<file path="src/rtl/alu_sched.sv">
// Two-requester front end for a shared multi-cycle ALU: round-robin grant,
// registered operand drive, fixed-latency capture and a held response.
module alu_sched #(
   parameter int ALU_LAT = 1
) (
   input  logic       clk,
   input  logic       rst_n,
   input  logic       req0_valid,
   input  logic       req1_valid,
   output logic       req0_ready,
   output logic       req1_ready,
   input  logic [7:0] req0_a,
   input  logic [7:0] req0_b,
   input  logic [7:0] req1_a,
   input  logic [7:0] req1_b,
   input  logic [3:0] req0_op,
   input  logic [3:0] req1_op,
   output logic [7:0] alu_a,
   output logic [7:0] alu_b,
   output logic [3:0] alu_opcode,
   input  logic [7:0] alu_out,
   input  logic [4:0] alu_flags,
   output logic       rsp_valid,
   input  logic       rsp_ready,
   output logic       rsp_id,
   output logic [7:0] rsp_out,
   output logic [4:0] rsp_flags,
   output logic       busy
);

   typedef enum logic [1:0] {IDLE, EXEC, RESP} state_t;

   localparam logic [3:0] CNT_LOAD = 4'(ALU_LAT - 1);

   state_t     state, state_nxt;
   logic [3:0] cnt;
   logic       last_grant;
   logic       grant;
   logic       accept;

   // On a tie the requester that was not served last wins; otherwise the only
   // valid one. With nobody valid, requester 0 is offered by default.
   always_comb begin
      grant = req1_valid;
      if (req0_valid && req1_valid)
         grant = ~last_grant;
   end

   assign accept = (state == IDLE) && (grant ? req1_valid : req0_valid);

   always_ff @(posedge clk or negedge rst_n) begin
      if (!rst_n)
         state <= IDLE;
      else
         state <= state_nxt;
   end

   always_comb begin
      state_nxt = state;
      case (state)
         IDLE:    if (accept)     state_nxt = EXEC;
         EXEC:    if (cnt == '0)  state_nxt = RESP;
         RESP:    if (rsp_ready)  state_nxt = IDLE;
         default:                 state_nxt = IDLE;
      endcase
   end

   always_comb begin
      req0_ready = (state == IDLE) && !grant;
      req1_ready = (state == IDLE) &&  grant;
      rsp_valid  = (state == RESP);
      busy       = (state != IDLE);
   end

   // The ALU sees only these registers, so operand changes on the request
   // ports between accepts never reach it.
   always_ff @(posedge clk or negedge rst_n) begin
      if (!rst_n) begin
         cnt        <= '0;
         alu_a      <= '0;
         alu_b      <= '0;
         alu_opcode <= '0;
         last_grant <= 1'b1;
         rsp_id     <= 1'b0;
         rsp_out    <= '0;
         rsp_flags  <= '0;
      end else begin
         if (accept) begin
            alu_a      <= grant ? req1_a  : req0_a;
            alu_b      <= grant ? req1_b  : req0_b;
            alu_opcode <= grant ? req1_op : req0_op;
            rsp_id     <= grant;
            last_grant <= grant;
            cnt        <= CNT_LOAD;
         end else if (state == EXEC) begin
            if (cnt == '0) begin
               rsp_out   <= alu_out;
               rsp_flags <= alu_flags;
            end else begin
               cnt <= cnt - 4'd1;
            end
         end
      end
   end

endmodule

</file>
<file path="config.mk">
export PLATFORM = sky130hd
export DESIGN_NAME = alu_sched
export DESIGN_NICKNAME = d
export VERILOG_FILES = /design/src/rtl/alu_sched.sv
export SDC_FILE = /design/constraint.sdc
export NUM_CORES = 1
export LEC_CHECK = 0
export CAP_MARGIN = 30
export CORE_MARGIN = 2
export CORE_UTILIZATION = 25
export CTS_CLUSTER_SIZE = 24
export DETAILED_ROUTE_END_ITERATION = 16
export PLACE_DENSITY = 0.58
export SYNTH_ARGS = -nofsm -noshare
export SYNTH_HDL_FRONTEND = slang
export SYNTH_SLANG_ARGS = --single-unit
</file>
<file path="constraint.sdc">
create_clock -name clk -period 1.7 [get_ports clk]
set_input_delay 0.34 -clock clk [delete_from_list [all_inputs] [get_ports clk]]
set_output_delay 0.34 -clock clk [all_outputs]
set_load 0.05 [all_outputs]
</file>
==> results of run 1 <==
[through the flow]
step	total power [W]	setup slack, ns	cell area [um2]	std cells
floorplan	0.00435	0.0795	1890	160
global placement	0.00577	-0.0524	3040	357
detailed placement	0.00581	-0.0682	3040	357
CTS	0.00664	0.0334	3200	368
global route	0.00694	0.0107	3200	368
finish	0.00654	0.0340	3200	368
[cells in the mapped netlist, drive strengths merged]
cell / instances / area, um2
nor3b: 1 / 12.5
dfstp: 1 / 26.3
a21boi: 1 / 7.51
dfrtp: 40 / 1000
nor2b: 1 / 6.26
nand3: 1 / 5.00
nand3b: 1 / 7.51
a31oi: 1 / 6.26
ha: 2 / 25.0
mux2i: 23 / 230
a211o: 1 / 8.76
or3: 1 / 6.26
a21o: 1 / 7.51
buf: 4 / 31.3
o21ai: 45 / 225
nor2: 3 / 13.8
nand2: 4 / 17.5
mux2: 13 / 180
a21bo: 1 / 10.0
clkbuf: 6 / 22.5
a21oi: 1 / 5.00
or2: 1 / 6.26
inv: 6 / 22.5
and2: 1 / 6.26
[area by class of cell]
cell class / count / area (um2)
fillers: 725 / 4090
repair buffers: 111 / 1110
flip-flops and latches: 41 / 1030
multi-input cells: 103 / 812
well taps: 99 / 124
clock buffers: 7 / 96.3
inverters: 6 / 22.5
clock inverters: 1 / 5.00
[state kept, by name, summed over array words and instances (netlist names)]
register / cells
state: 2
alu_b: 8
rsp_id: 1
cnt: 4
alu_a: 8
alu_opcode: 4
rsp_flags: 5
rsp_out: 8
last_grant: 1
[layer usage]
layer  vias to the layer above  wire length [um]  part of all wire, %
met3                         2               338                  7.0
met2                        60              2290                   48
met1                       744              2160                   45
li1                        780                 -                    -
met4                         0                23                 0.48
met5                         -                 0                    0
[timing repair]
action	CTS	global route
pin swaps	1	0
setup buffers	2	0
endpoints found under the setup margin	3	1
hold buffers	1	0
gates cloned	0	0
resized for setup	5	2
hold endpoints to repair	14	0
[worst max-delay path, cell delays in order]
cell             delay (ns)
clkdlybuf4s50_1        0.44
a21bo_4                0.24
and2_4                 0.17
buf_12                 0.14
[worst max path at each step]
stage,from,end,cells after the start
after global placement,req1_valid,req0_ready,4
after CTS,state[1],busy,4
after detailed placement,req1_valid,alu_a[3],6
after floorplan,last_grant,req1_ready,4
after global routing,state[0],busy,4
final,req0_valid,req0_ready,4
[logic make-up after synthesis]
logic type	Yosys count	share of synthesized area (%)
AO/OA/AOI/OAI	51	14.3
multiplexers	36	21.7
flip-flops	41	54.3
adder cells (fa/ha/maj)	2	1.32
AND/OR/NAND/NOR	14	4.30
buffers and inverters	16	4.04
[where the power goes]
group | total, W | internal, W | switching, W
registers | 0.00173 | 0.00147 | 0.000266
logic | 0.00411 | 0.00161 | 0.00249
clock network | 0.000699 | 0.000367 | 0.000332
total | 0.00654 | 0.00345 | 0.00309
==> results_dict.tcl, run 1 <==
set metrics [dict create \
    antenna_found_initial 0 \
    crit_arrival_ns 1.33 \
    met2_usage_pct 20.2 \
    rsz0062_at_grt "no" \
    ios 96 \
    min_path_cells 1 \
    yosysWarningCount 0 \
    synthesis.area_um2 1890 \
    max_freq_mhz 600 \
    grt_pass1_wl_um 8140 \
    regToRegSetupSlack_ns 0.13 \
    holdCritStartpoint "cnt[0]" \
    utilization_pct 43.9 \
    fin_skew_ns 0.00231 \
    cts_tree "yes" \
    dp_hpwl_um 3490 \
    grt-busiest-layer "met2" \
    clock_sinks 41 \
    syn_inst 160 \
    diodes 0 \
    drt_iter0_markers 57 \
    worstSkewPairLatency_ns 0.29 \
    finalMaxSlewViolations 0 \
    numCtsBuffers 5 \
    hold_end "cnt[0]" \
    reg2reg_depth 6 \
    finalSetupViolCount 0 \
    wirelength_um 4820 \
    hold_ws_ns 0.483 \
    crit_path_start_kind "primary input" \
    grt_pass1_vias 1664 \
    cp-end-kind "output pin" \
    dieArea_um2 8270 \
    tightest_slew_ns 0.439 \
    cp.required_ns 1.36 \
    grt_overflow 0 \
    drc 0 \
    fin_crit_ns 1.67 \
    initial_core_util_pct 25.9 \
    final_common_cell "clkdlybuf4s50_1" \
    final_layout_size_suffix_gt1_share_pct 30.9 \
    relSlewSlack_pct 70.7 \
    hp-class "flip-flop to flip-flop" \
    final_cell_mix "clkdlybuf4s50_1 (55), buf_4 (42), dfrtp_1 (38), o21ai_0 (32), mux2i_1 (23)" \
    clockRootBuffer "clkbuf_8" \
    fp.dieH_um 91.0 \
    wl_per_cell_um 13.1 \
    reg2reg_from "cnt[0]" \
    r2r_end "rsp_flags[1]" \
    core_area_um2 7290 \
    syn2layout_area_growth_pct 69.2 \
    layout.nets 328 \
    synth_nets 220 \
    drv_cap 0 \
    ys_ff_latch 41 \
    use_met3_pct 3.98 \
    via_count 1586 \
    path_class "primary input to output pin" \
    syn_area_per_cell_um2 11.8 \
    rows 31 \
    ant_nets 0 \
    routed_via_density 4.31 \
    ys_seq_area_share_pct 54.3 \
    power.density_nw_per_um2 2040 \
    tns_ns 0 \
    grt_use_total_pct 12.2 \
    ir_drop_uv 736 \
    hold_violations 0 \
    grt_max_degree 26 \
    clk_path_buf_depth 2 \
    crit_path_max_fanout 3 \
    dr.pass1.iters 3 \
    die_w_um 91.0 \
    path_clk_slew_ns 0.08 \
    yosys.cell_types.count 31 \
    gp_congestion 0.690 \
    htreeDepth 2 \
    finalCritPeriodShare_pct 98.0 \
    status "finished clean" \
    grt_util_met1_pct 15.4 \
    portBuffers 95 \
    power_leakage_nw 1.51 \
]
Power figures use the tool's default switching activity.
==> run 2, diff against run 1 <==
Settings changed: PLACE_DENSITY 0.58 to 0.6, SKIP_CTS_REPAIR_TIMING from default to 1.
Clock period 1.7 ns to 1.5 ns, I/O delays scaled along.
==> results_dict.tcl, run 2 (synthesized netlist as in run 1, its figures left out) <==
set metrics [dict create \
    initial_core_util_pct 25.9 \
    path_clk_slew_ns 0.08 \
    final_cell_mix "clkdlybuf4s50_1 (54), buf_12 (41), dfrtp_1 (39), o21ai_0 (32), mux2i_1 (23)" \
    power_leakage_nw 1.71 \
    diodes 0 \
    power.density_nw_per_um2 2420 \
    cp-end-kind "output pin" \
    reg_top3 "alu_a (8), alu_b (8), rsp_out (8)" \
    ios 96 \
    met1_length_um 2210 \
    crit_path_start_kind "flip-flop" \
    final_common_cell "clkdlybuf4s50_1" \
    multi_input_area_um2 841 \
    grt_pass1_vias 1656 \
    cp.required_ns 1.20 \
    fin_skew_ns 0.00864 \
    hold_violations 0 \
    clock_sinks 41 \
    path_class "flip-flop to output pin" \
    finalMaxSlewViolations 0 \
    drv_cap 0 \
    layout.nets 337 \
    final_cells 376 \
    grt_max_degree 19 \
    utilization_pct 50.4 \
    finalSetupViolCount 2 \
    routed_via_density 4.36 \
    syn2layout_area_growth_pct 94.6 \
    dp.cells 364 \
    finalCritPeriodShare_pct 107 \
    ir_drop_uv 958 \
    wl_met3_um 424 \
    regArea_um2 1030 \
    wl_met2_um 2500 \
    hp-class "primary input to flip-flop" \
    rows 31 \
    dieArea_um2 8270 \
    grt_use_total_pct 12.3 \
    worstSkewPairLatency_ns 0.29 \
    dr.pass1.iters 4 \
    htreeDepth 2 \
    core_area_um2 7290 \
    violations "setup timing" \
    drt_iter0_markers 37 \
    fin_crit_ns 1.60 \
    grt_overflow 0 \
    rsz0062_at_grt "yes" \
    ant_nets 0 \
    final_layout_size_suffix_gt1_share_pct 33.9 \
    relSlewSlack_pct 70.0 \
    wirelength_um 5180 \
    clockRootBuffer "clkbuf_8" \
    numCtsBuffers 5 \
    via_count 1640 \
    crit_arrival_ns 1.30 \
    cts_tree "yes" \
    portBuffers 95 \
    fp.dieH_um 91.0 \
    timing.final.ws_setup_ns -0.104 \
    crit_path_max_fanout 3 \
    antenna_found_initial 0 \
    gp_congestion 0.705 \
    nFillCells 667 \
    drc 0 \
    clk_path_buf_depth 2 \
    tightest_slew_ns 0.450 \
    grt_pass1_wl_um 8100 \
    die_w_um 91.0 \
    status "finished, violations left" \
    wl_per_cell_um 13.8 \
    max_freq_mhz 623 \
    top_layer "met4" \
    dp_hpwl_um 3960 \
]
[run 2: path summary, 6_finish.rpt]
path / slack (ns) / endpoint / startpoint / depth (start not counted)
worst max-delay path: -0.10 / req1_ready / last_grant / 4
worst min-delay path: 0.34 / last_grant / req0_valid / 3
worst max register to register: 0.05 / rsp_out[2] / state[1] / 4
worst min register to register: 0.55 / rsp_id / rsp_id / 1
max in group asynchronous: 0.45 / rsp_out[1] / rst_n / 3
min in group asynchronous: 0.50 / cnt[1] / rst_n / 2
[run 2: cell type report]
cell class / instances / share of cell area (%)
clock buffer: 7 / 2.35
inverter: 6 / 0.612
multi-input combinational: 103 / 22.9
timing repair buffer: 120 / 42.9
sequential: 41 / 28.0
tap: 99 / 3.37
[run 2: power by group]
group	internal (W)	switching (W)	total, W
Sequential	0.00167	0.000564	0.00223
Clock	0.000365	0.000358	0.000724
Combinational	0.00305	0.00290	0.00595
[run 2: metal layers]
layer / up-vias / global-route usage (%)
li1: 797 / -
met1: 768 / 14.9
met2: 71 / 20.0
met3: 4 / 4.56
met4: 0 / 4.17
met5: - / 0
[run 2: critical path, stage by stage (launching register included)]
cell,delay [ns]
dfstp_2,0.38
a21bo_4,0.22
buf_12,0.12
nor2_4,0.14
buf_12,0.15
[run 2: per-stage QoR]
stage	hold slack, ns	total power [W]	area (um2)	setup TNS (ns)	setup slack [ns]
floorplan	0.00441	0.00495	1900	-0.159	-0.0176
global placement	0.269	0.00795	3490	-4.53	-0.239
detailed placement	0.279	0.00804	3490	-5.26	-0.258
CTS	-0.0358	0.00879	3570	-0.659	-0.255
global route	0.376	0.00936	3680	-0.383	-0.131
finish	0.343	0.00890	3680	-0.189	-0.104
